`config.mk`:
```
export PLATFORM = sky130hd
export DESIGN_NAME = regfile_param_flat
export DESIGN_NICKNAME = d
export VERILOG_FILES = /design/src/rtl/regfile_param_if.sv /design/src/rtl/regfile_param.sv /design/src/flat_wrapper.sv
export SDC_FILE = /design/constraint.sdc
export NUM_CORES = 1
export LEC_CHECK = 0
export BUFFER_PORTS_ARGS = -buffer_cell sky130_fd_sc_hd__buf_4
export CORE_UTILIZATION = 45
export DETAILED_ROUTE_END_ITERATION = 10
export PLACE_DENSITY = 0.77
export SLEW_MARGIN = 20
export SYNTH_ARGS = -nofsm -noshare
export SYNTH_HDL_FRONTEND = slang
export SYNTH_SLANG_ARGS = --single-unit
```
`constraint.sdc`:
```
create_clock -name clk -period 1.41 [get_ports clk]
set_input_delay 0.2115 -clock clk [delete_from_list [all_inputs] [get_ports clk]]
set_output_delay 0.2115 -clock clk [all_outputs]
set_load 0.1 [all_outputs]
```
`src/rtl/regfile_param_if.sv`:
```
// Bus bundle for regfile_param: write port, two read ports, clear request and status.
// The master side drives requests; the register file sits on the slave side.
interface regfile_param_if #(
  parameter int WIDTH  = 8,
  parameter int DEPTH  = 4,
  parameter int ADDR_W = 2
);
  logic              we;
  logic [ADDR_W-1:0] waddr;
  logic [WIDTH-1:0]  wdata;
  logic [ADDR_W-1:0] raddr_a;
  logic [WIDTH-1:0]  rdata_a;
  logic [ADDR_W-1:0] raddr_b;
  logic [WIDTH-1:0]  rdata_b;
  logic              clr_req;
  logic              busy;
  logic              wr_drop;
  logic [DEPTH-1:0]  written;

  modport master (
    output we, waddr, wdata, raddr_a, raddr_b, clr_req,
    input  rdata_a, rdata_b, busy, wr_drop, written
  );

  modport slave (
    input  we, waddr, wdata, raddr_a, raddr_b, clr_req,
    output rdata_a, rdata_b, busy, wr_drop, written
  );
endinterface

```
`src/rtl/regfile_param.sv`:
```
// Parametrised register file: one synchronous write port, two combinational read ports,
// optional write bypass and hardwired-zero entry 0, per-entry written flags, clear-all sweep.
module regfile_param #(
  parameter int WIDTH    = 8,
  parameter int DEPTH    = 4,
  parameter int ADDR_W   = 2,
  parameter bit BYPASS   = 1'b1,
  parameter bit ZERO_REG = 1'b0
) (
  input logic            clk,
  input logic            reset,
  regfile_param_if.slave bus
);

  typedef enum logic {
    ST_IDLE,
    ST_CLEAR
  } state_e;

  // DEPTH may equal 2^ADDR_W, so the range compare needs one extra bit.
  localparam logic [ADDR_W:0]   DEPTH_X  = (ADDR_W + 1)'(DEPTH);
  localparam logic [ADDR_W-1:0] LAST_PTR = ADDR_W'(DEPTH - 1);

  state_e            state_q, state_d;
  logic [ADDR_W-1:0] ptr_q, ptr_d;
  logic [WIDTH-1:0]  mem_q [DEPTH];
  logic [WIDTH-1:0]  mem_d [DEPTH];
  logic [DEPTH-1:0]  written_q, written_d;
  logic              wr_drop_q, wr_drop_d;
  logic              wr_acc;
  logic [WIDTH-1:0]  rd_a, rd_b;

  function automatic logic in_range(input logic [ADDR_W-1:0] addr);
    return {1'b0, addr} < DEPTH_X;
  endfunction

  function automatic logic is_zero_entry(input logic [ADDR_W-1:0] addr);
    return ZERO_REG && (addr == '0);
  endfunction

  always_comb begin
    wr_acc = bus.we && (state_q == ST_IDLE) && in_range(bus.waddr) &&
             !is_zero_entry(bus.waddr);
  end

  // Next-state logic for the clear FSM, storage array, flags and drop pulse.
  always_comb begin
    // NOTE: every signal assigned in this block gets a default first so no path can infer a latch.
    state_d   = state_q;
    ptr_d     = ptr_q;
    mem_d     = mem_q;
    written_d = written_q;
    wr_drop_d = bus.we && !wr_acc;

    unique case (state_q)
      ST_IDLE: begin
        // A write arriving with clr_req still commits; the sweep zeroes it later.
        if (wr_acc) begin
          for (int i = 0; i < DEPTH; i++) begin
            if (bus.waddr == ADDR_W'(i)) begin
              mem_d[i]     = bus.wdata;
              written_d[i] = 1'b1;
            end
          end
        end
        if (bus.clr_req) begin
          state_d = ST_CLEAR;
          ptr_d   = '0;
        end
      end

      ST_CLEAR: begin
        for (int i = 0; i < DEPTH; i++) begin
          if (ptr_q == ADDR_W'(i)) begin
            mem_d[i]     = '0;
            written_d[i] = 1'b0;
          end
        end
        // The pointer parks on the last entry instead of wrapping.
        if (ptr_q == LAST_PTR) begin
          state_d = ST_IDLE;
        end else begin
          ptr_d = ptr_q + 1'b1;
        end
      end

      default: state_d = ST_IDLE;
    endcase
  end

  always_ff @(posedge clk or posedge reset) begin
    if (reset) begin
      state_q   <= ST_IDLE;
      ptr_q     <= '0;
      written_q <= '0;
      wr_drop_q <= 1'b0;
      // NOTE: the storage array is reset too, because every entry must read 0 right after reset.
      for (int i = 0; i < DEPTH; i++) begin
        mem_q[i] <= '0;
      end
    end else begin
      // NOTE: non-blocking assignments keep every flop sampling pre-edge values.
      state_q   <= state_d;
      ptr_q     <= ptr_d;
      written_q <= written_d;
      wr_drop_q <= wr_drop_d;
      mem_q     <= mem_d;
    end
  end

  // Read port A: out-of-range and hardwired-zero first, then bypass, then storage.
  always_comb begin
    rd_a = '0;
    if (in_range(bus.raddr_a) && !is_zero_entry(bus.raddr_a)) begin
      if (BYPASS && wr_acc && (bus.waddr == bus.raddr_a)) begin
        rd_a = bus.wdata;
      end else begin
        for (int i = 0; i < DEPTH; i++) begin
          if (bus.raddr_a == ADDR_W'(i)) begin
            rd_a = mem_q[i];
          end
        end
      end
    end
  end

  // Read port B: identical priority to port A.
  always_comb begin
    rd_b = '0;
    if (in_range(bus.raddr_b) && !is_zero_entry(bus.raddr_b)) begin
      if (BYPASS && wr_acc && (bus.waddr == bus.raddr_b)) begin
        rd_b = bus.wdata;
      end else begin
        for (int i = 0; i < DEPTH; i++) begin
          if (bus.raddr_b == ADDR_W'(i)) begin
            rd_b = mem_q[i];
          end
        end
      end
    end
  end

  assign bus.rdata_a = rd_a;
  assign bus.rdata_b = rd_b;
  assign bus.busy    = (state_q == ST_CLEAR);
  assign bus.wr_drop = wr_drop_q;
  assign bus.written = written_q;

endmodule

```
`src/flat_wrapper.sv`:
```
// flat-port wrapper written by rule: the top's interface ports become plain ports
module regfile_param_flat 
#(
  parameter int WIDTH    = 8,
  parameter int DEPTH    = 4,
  parameter int ADDR_W   = 2,
  parameter bit BYPASS   = 1'b1,
  parameter bit ZERO_REG = 1'b0
)
  (clk, reset, bus_we, bus_waddr, bus_wdata, bus_raddr_a, bus_raddr_b, bus_clr_req, bus_rdata_a, bus_rdata_b, bus_busy, bus_wr_drop, bus_written);
  regfile_param_if #(.WIDTH(WIDTH), .DEPTH(DEPTH), .ADDR_W(ADDR_W)) bus_i ();
  input logic clk;
  input logic reset;
  input wire logic [$bits(bus_i.we)-1:0] bus_we;
  input wire logic [$bits(bus_i.waddr)-1:0] bus_waddr;
  input wire logic [$bits(bus_i.wdata)-1:0] bus_wdata;
  input wire logic [$bits(bus_i.raddr_a)-1:0] bus_raddr_a;
  input wire logic [$bits(bus_i.raddr_b)-1:0] bus_raddr_b;
  input wire logic [$bits(bus_i.clr_req)-1:0] bus_clr_req;
  output wire logic [$bits(bus_i.rdata_a)-1:0] bus_rdata_a;
  output wire logic [$bits(bus_i.rdata_b)-1:0] bus_rdata_b;
  output wire logic [$bits(bus_i.busy)-1:0] bus_busy;
  output wire logic [$bits(bus_i.wr_drop)-1:0] bus_wr_drop;
  output wire logic [$bits(bus_i.written)-1:0] bus_written;
  assign bus_i.we = bus_we;
  assign bus_i.waddr = bus_waddr;
  assign bus_i.wdata = bus_wdata;
  assign bus_i.raddr_a = bus_raddr_a;
  assign bus_i.raddr_b = bus_raddr_b;
  assign bus_i.clr_req = bus_clr_req;
  assign bus_rdata_a = bus_i.rdata_a;
  assign bus_rdata_b = bus_i.rdata_b;
  assign bus_busy = bus_i.busy;
  assign bus_wr_drop = bus_i.wr_drop;
  assign bus_written = bus_i.written;
  regfile_param #(.WIDTH(WIDTH), .DEPTH(DEPTH), .ADDR_W(ADDR_W), .BYPASS(BYPASS), .ZERO_REG(ZERO_REG)) u_core (.clk(clk), .reset(reset), .bus(bus_i));
endmodule
```
==> reports/metrics.cfg <==
[timing]
skew_ns = 0.0150
hold_viol = 0
drv_slew = 0
tightest_slew_ns = 0.319
relSlewSlack_pct = 78.6
whs_ns = 0.110
rsz0062_at_grt = yes
finalSetupViolCount = 53
finalCriticalPeriod_ns = 1.97
fin_ws_ns = -0.555
finalCritPeriodShare_pct = 139
fmax_ghz = 0.509

[placement]
routabilityCongestion = 0.820
portBuffers = 39
post-place-ws_ns = -0.289
hpwl_mm = 4.53
dp_cells = 341
place_area_um2 = 3080

[clock_tree]
cts_tree = yes
h-tree-depth = 2
clock-sinks = 40
path_clk_slew_ns = 0.07
clk_path_buf_depth = 2
cts_buffers = 5
root_buffer = clkbuf_8
clk_latency_ns = 0.31

[die]
chipWidth_um = 75.3
dieArea_um2 = 5670
core_um2 = 5140
die_height_um = 75.3
std_cell_rows = 26
ios = 40
initial_core_util_pct = 47.1

[synthesis]
yosysUniqueCellTypes = 27
ys_seq_elements = 40
synthTopCellsByArea = dfrtp_1 (41%), mux4_2 (13%), mux2_2 (7.9%), nand2_1 (7.4%), o21ai_0 (4.3%)
seq_area_frac_synth_pct = 41.4
syn_nets = 232
postSynthCellCount = 210
synth_common_cells = nand2_1 (48), dfrtp_1 (40), o21ai_0 (21)
synth.largest_area_cell = dfrtp_1
synth_enable_flop_cells = 0
yosysMostFrequentCell = nand2_1
async_flop_share_pct = 100
syn_area_um2 = 2420
synthFlopType = dfrtp_1
synth_area_per_cell_um2 = 11.5
yosys_warnings = 0
yosysTopAreaCellShare_pct = 41.4

[pwr]
clkPwrFrac_pct = 12.1
p_leak_nw = 1.74
netSwitchingPower_mw = 3.98
ir_worst_vdd_uv = 1410
pwr_density_cell_nw_per_um2 = 2280
pwr-share-seq_pct = 22.6
p_int_mw = 4.48
comb_power_share_pct = 65.2
swShare_pct = 47.0

[finish]
layoutNonFillerInstCount = 365
drive_gt1_share_pct = 52.2
fin_area_um2 = 3700
antenna_cells = 0
utilization_pct = 72.0
area_growth_pct = 52.9
nets = 316

[worst_setup_path]
r2r_cells = 7
endpoint_kind = output pin
cp.depth = 4
cpMaxStageDelayCell = dfrtp_4
rr_startpoint = u_core.bus.busy$_DFF_PP0_
cp-start-kind = register
crit_family = flip-flops
r2r-end = u_core.mem_q[7]$_DFFE_PP0P_
critPathBufInv = 1
crit_type = register to output pin
critPathCapture = bus_rdata_b[4]
path_cells = nor2b_4 > nand3_4 > mux2_4 > buf_12
r2r_slack_ns = -0.35
startpoint = u_core.bus.busy$_DFF_PP0_
cpPeakStageDelay_ns = 0.49
crit_arrival_ns = 1.75
worst-path-max-fanout = 8
crit_required_ns = 1.20

[drt]
drt-pass1-iter-count = 4
drc = 0
drt_iter0_markers = 156
wl_per_cell_um = 20.2
vias = 2094
routed_via_density = 5.74
antenna_left = 0
drt-total-wl_mm = 7.38

[run_status]
status = complete, but fails checks
violations = setup timing

[global_route]
globalRoute.totalOverflow = 0
antenna_found_initial = 0
grt_pass1_wl_mm = 10.7
grt_pass1_vias = 2173
grt_max_degree = 41
grtUsageTotal_pct = 26.4

[job]
max-cap-violations = 0

[worst_hold_path]
min_path_type = input pin to register

==> worst reg2reg max path, stage by stage (launching register included) <==
cell	delay [ns]
dfrtp_4	0.49
buf_4	0.14
buf_6	0.11
buf_12	0.12
and4b_1	0.31
buf_6	0.15
nor2_4	0.05
a221o_1	0.29
==> per-layer routing <==
layer | routed length [um] | track usage, % | up-vias
li1 | - | - | 938
met1 | 2890 | 31.3 | 1055
met2 | 3900 | 46.0 | 86
met3 | 432 | 5.29 | 15
met4 | 148 | 12.6 | 0
met5 | 0 | 0 | -
==> flip-flops by register name (all words and copies together), names as in the netlist <==
signal	cells
u_core.bus.busy	1
u_core.bus.written	4
u_core.mem_q	32
u_core.bus.wr_drop	1
u_core.ptr_q	2
==> metrics by stage <==
step | TNS [ns] | total power, mW
finish | -17.97 | 8.45
CTS | -13.64 | 8.17
global placement | -8.19 | 6.24
floorplan | -9.90 | 5.24
detailed placement | -9.38 | 6.37
global route | -20.19 | 8.75
==> power by group through the flow <==
| stage | logic [mW] | clock network, mW | registers, mW |
|---|---|---|---|
| after floorplan | 2.94 | 0 | 2.31 |
| after global placement | 4.36 | 0 | 1.88 |
| final | 5.51 | 1.03 | 1.91 |
| after CTS | 5.26 | 1.02 | 1.88 |
| after global routing | 5.73 | 1.06 | 1.95 |
| after detailed placement | 4.47 | 0 | 1.90 |
==> cells in the final DEF (no fill, tap or decap), drive strengths merged, types with 2 or more instances in the layout <==
cell and n:
buf 89, nand2 48, dfrtp 40, o21ai 21, mux2 17, mux4 16
nor3b 10, a221o 10, clkbuf 7, xnor2 5, inv 5, a21o 5
ha 4, nor2 3, and4bb 2, nand3 2, o31ai 2
==> logic make-up after synthesis <==
logic type | count (synthesis) | synth area share [%]
AO/OA/AOI/OAI | 39 | 11.0
XOR/XNOR | 5 | 1.81
buffers and inverters | 19 | 5.38
multiplexers | 34 | 23.5
flip-flops | 40 | 41.4
adder cells (fa/ha/maj) | 4 | 2.07
AND/OR/NAND/NOR | 69 | 14.9
==> worst min path at each step <==
| stage | cells past startpoint | start | endpoint |
|---|---|---|---|
| floorplan | 1 | bus_clr_req | u_core.ptr_q[0]$_DFFE_PP0P_ |
| global placement | 3 | reset | u_core.ptr_q[1]$_DFFE_PP0P_ |
| detailed placement | 3 | reset | u_core.mem_q[4]$_DFFE_PP0P_ |
| CTS | 2 | bus_clr_req | u_core.ptr_q[0]$_DFFE_PP0P_ |
| global route | 2 | bus_clr_req | u_core.ptr_q[1]$_DFFE_PP0P_ |
| finish | 2 | bus_clr_req | u_core.ptr_q[1]$_DFFE_PP0P_ |
==> area by class of cell <==
class                   instances  area [um2]
fillers                       345        1440
flip-flops and latches         40        1000
multi-input cells             151        1450
clock inverters                 2        38.8
repair buffers                 91        1020
clock buffers                   6        82.6
well taps                      70        87.6
inverters                       5        18.8
==> timing repair <==
item                       4_1_cts  5_1_grt
gates resized for setup         76       24
pin swaps                        4        3
buffers inserted                 9        4
gates cloned                     1        2
hold endpoints to repair        40        0
setup endpoints to repair       53       54
hold buffers                     1        0
Power figures use the tool's default switching activity.
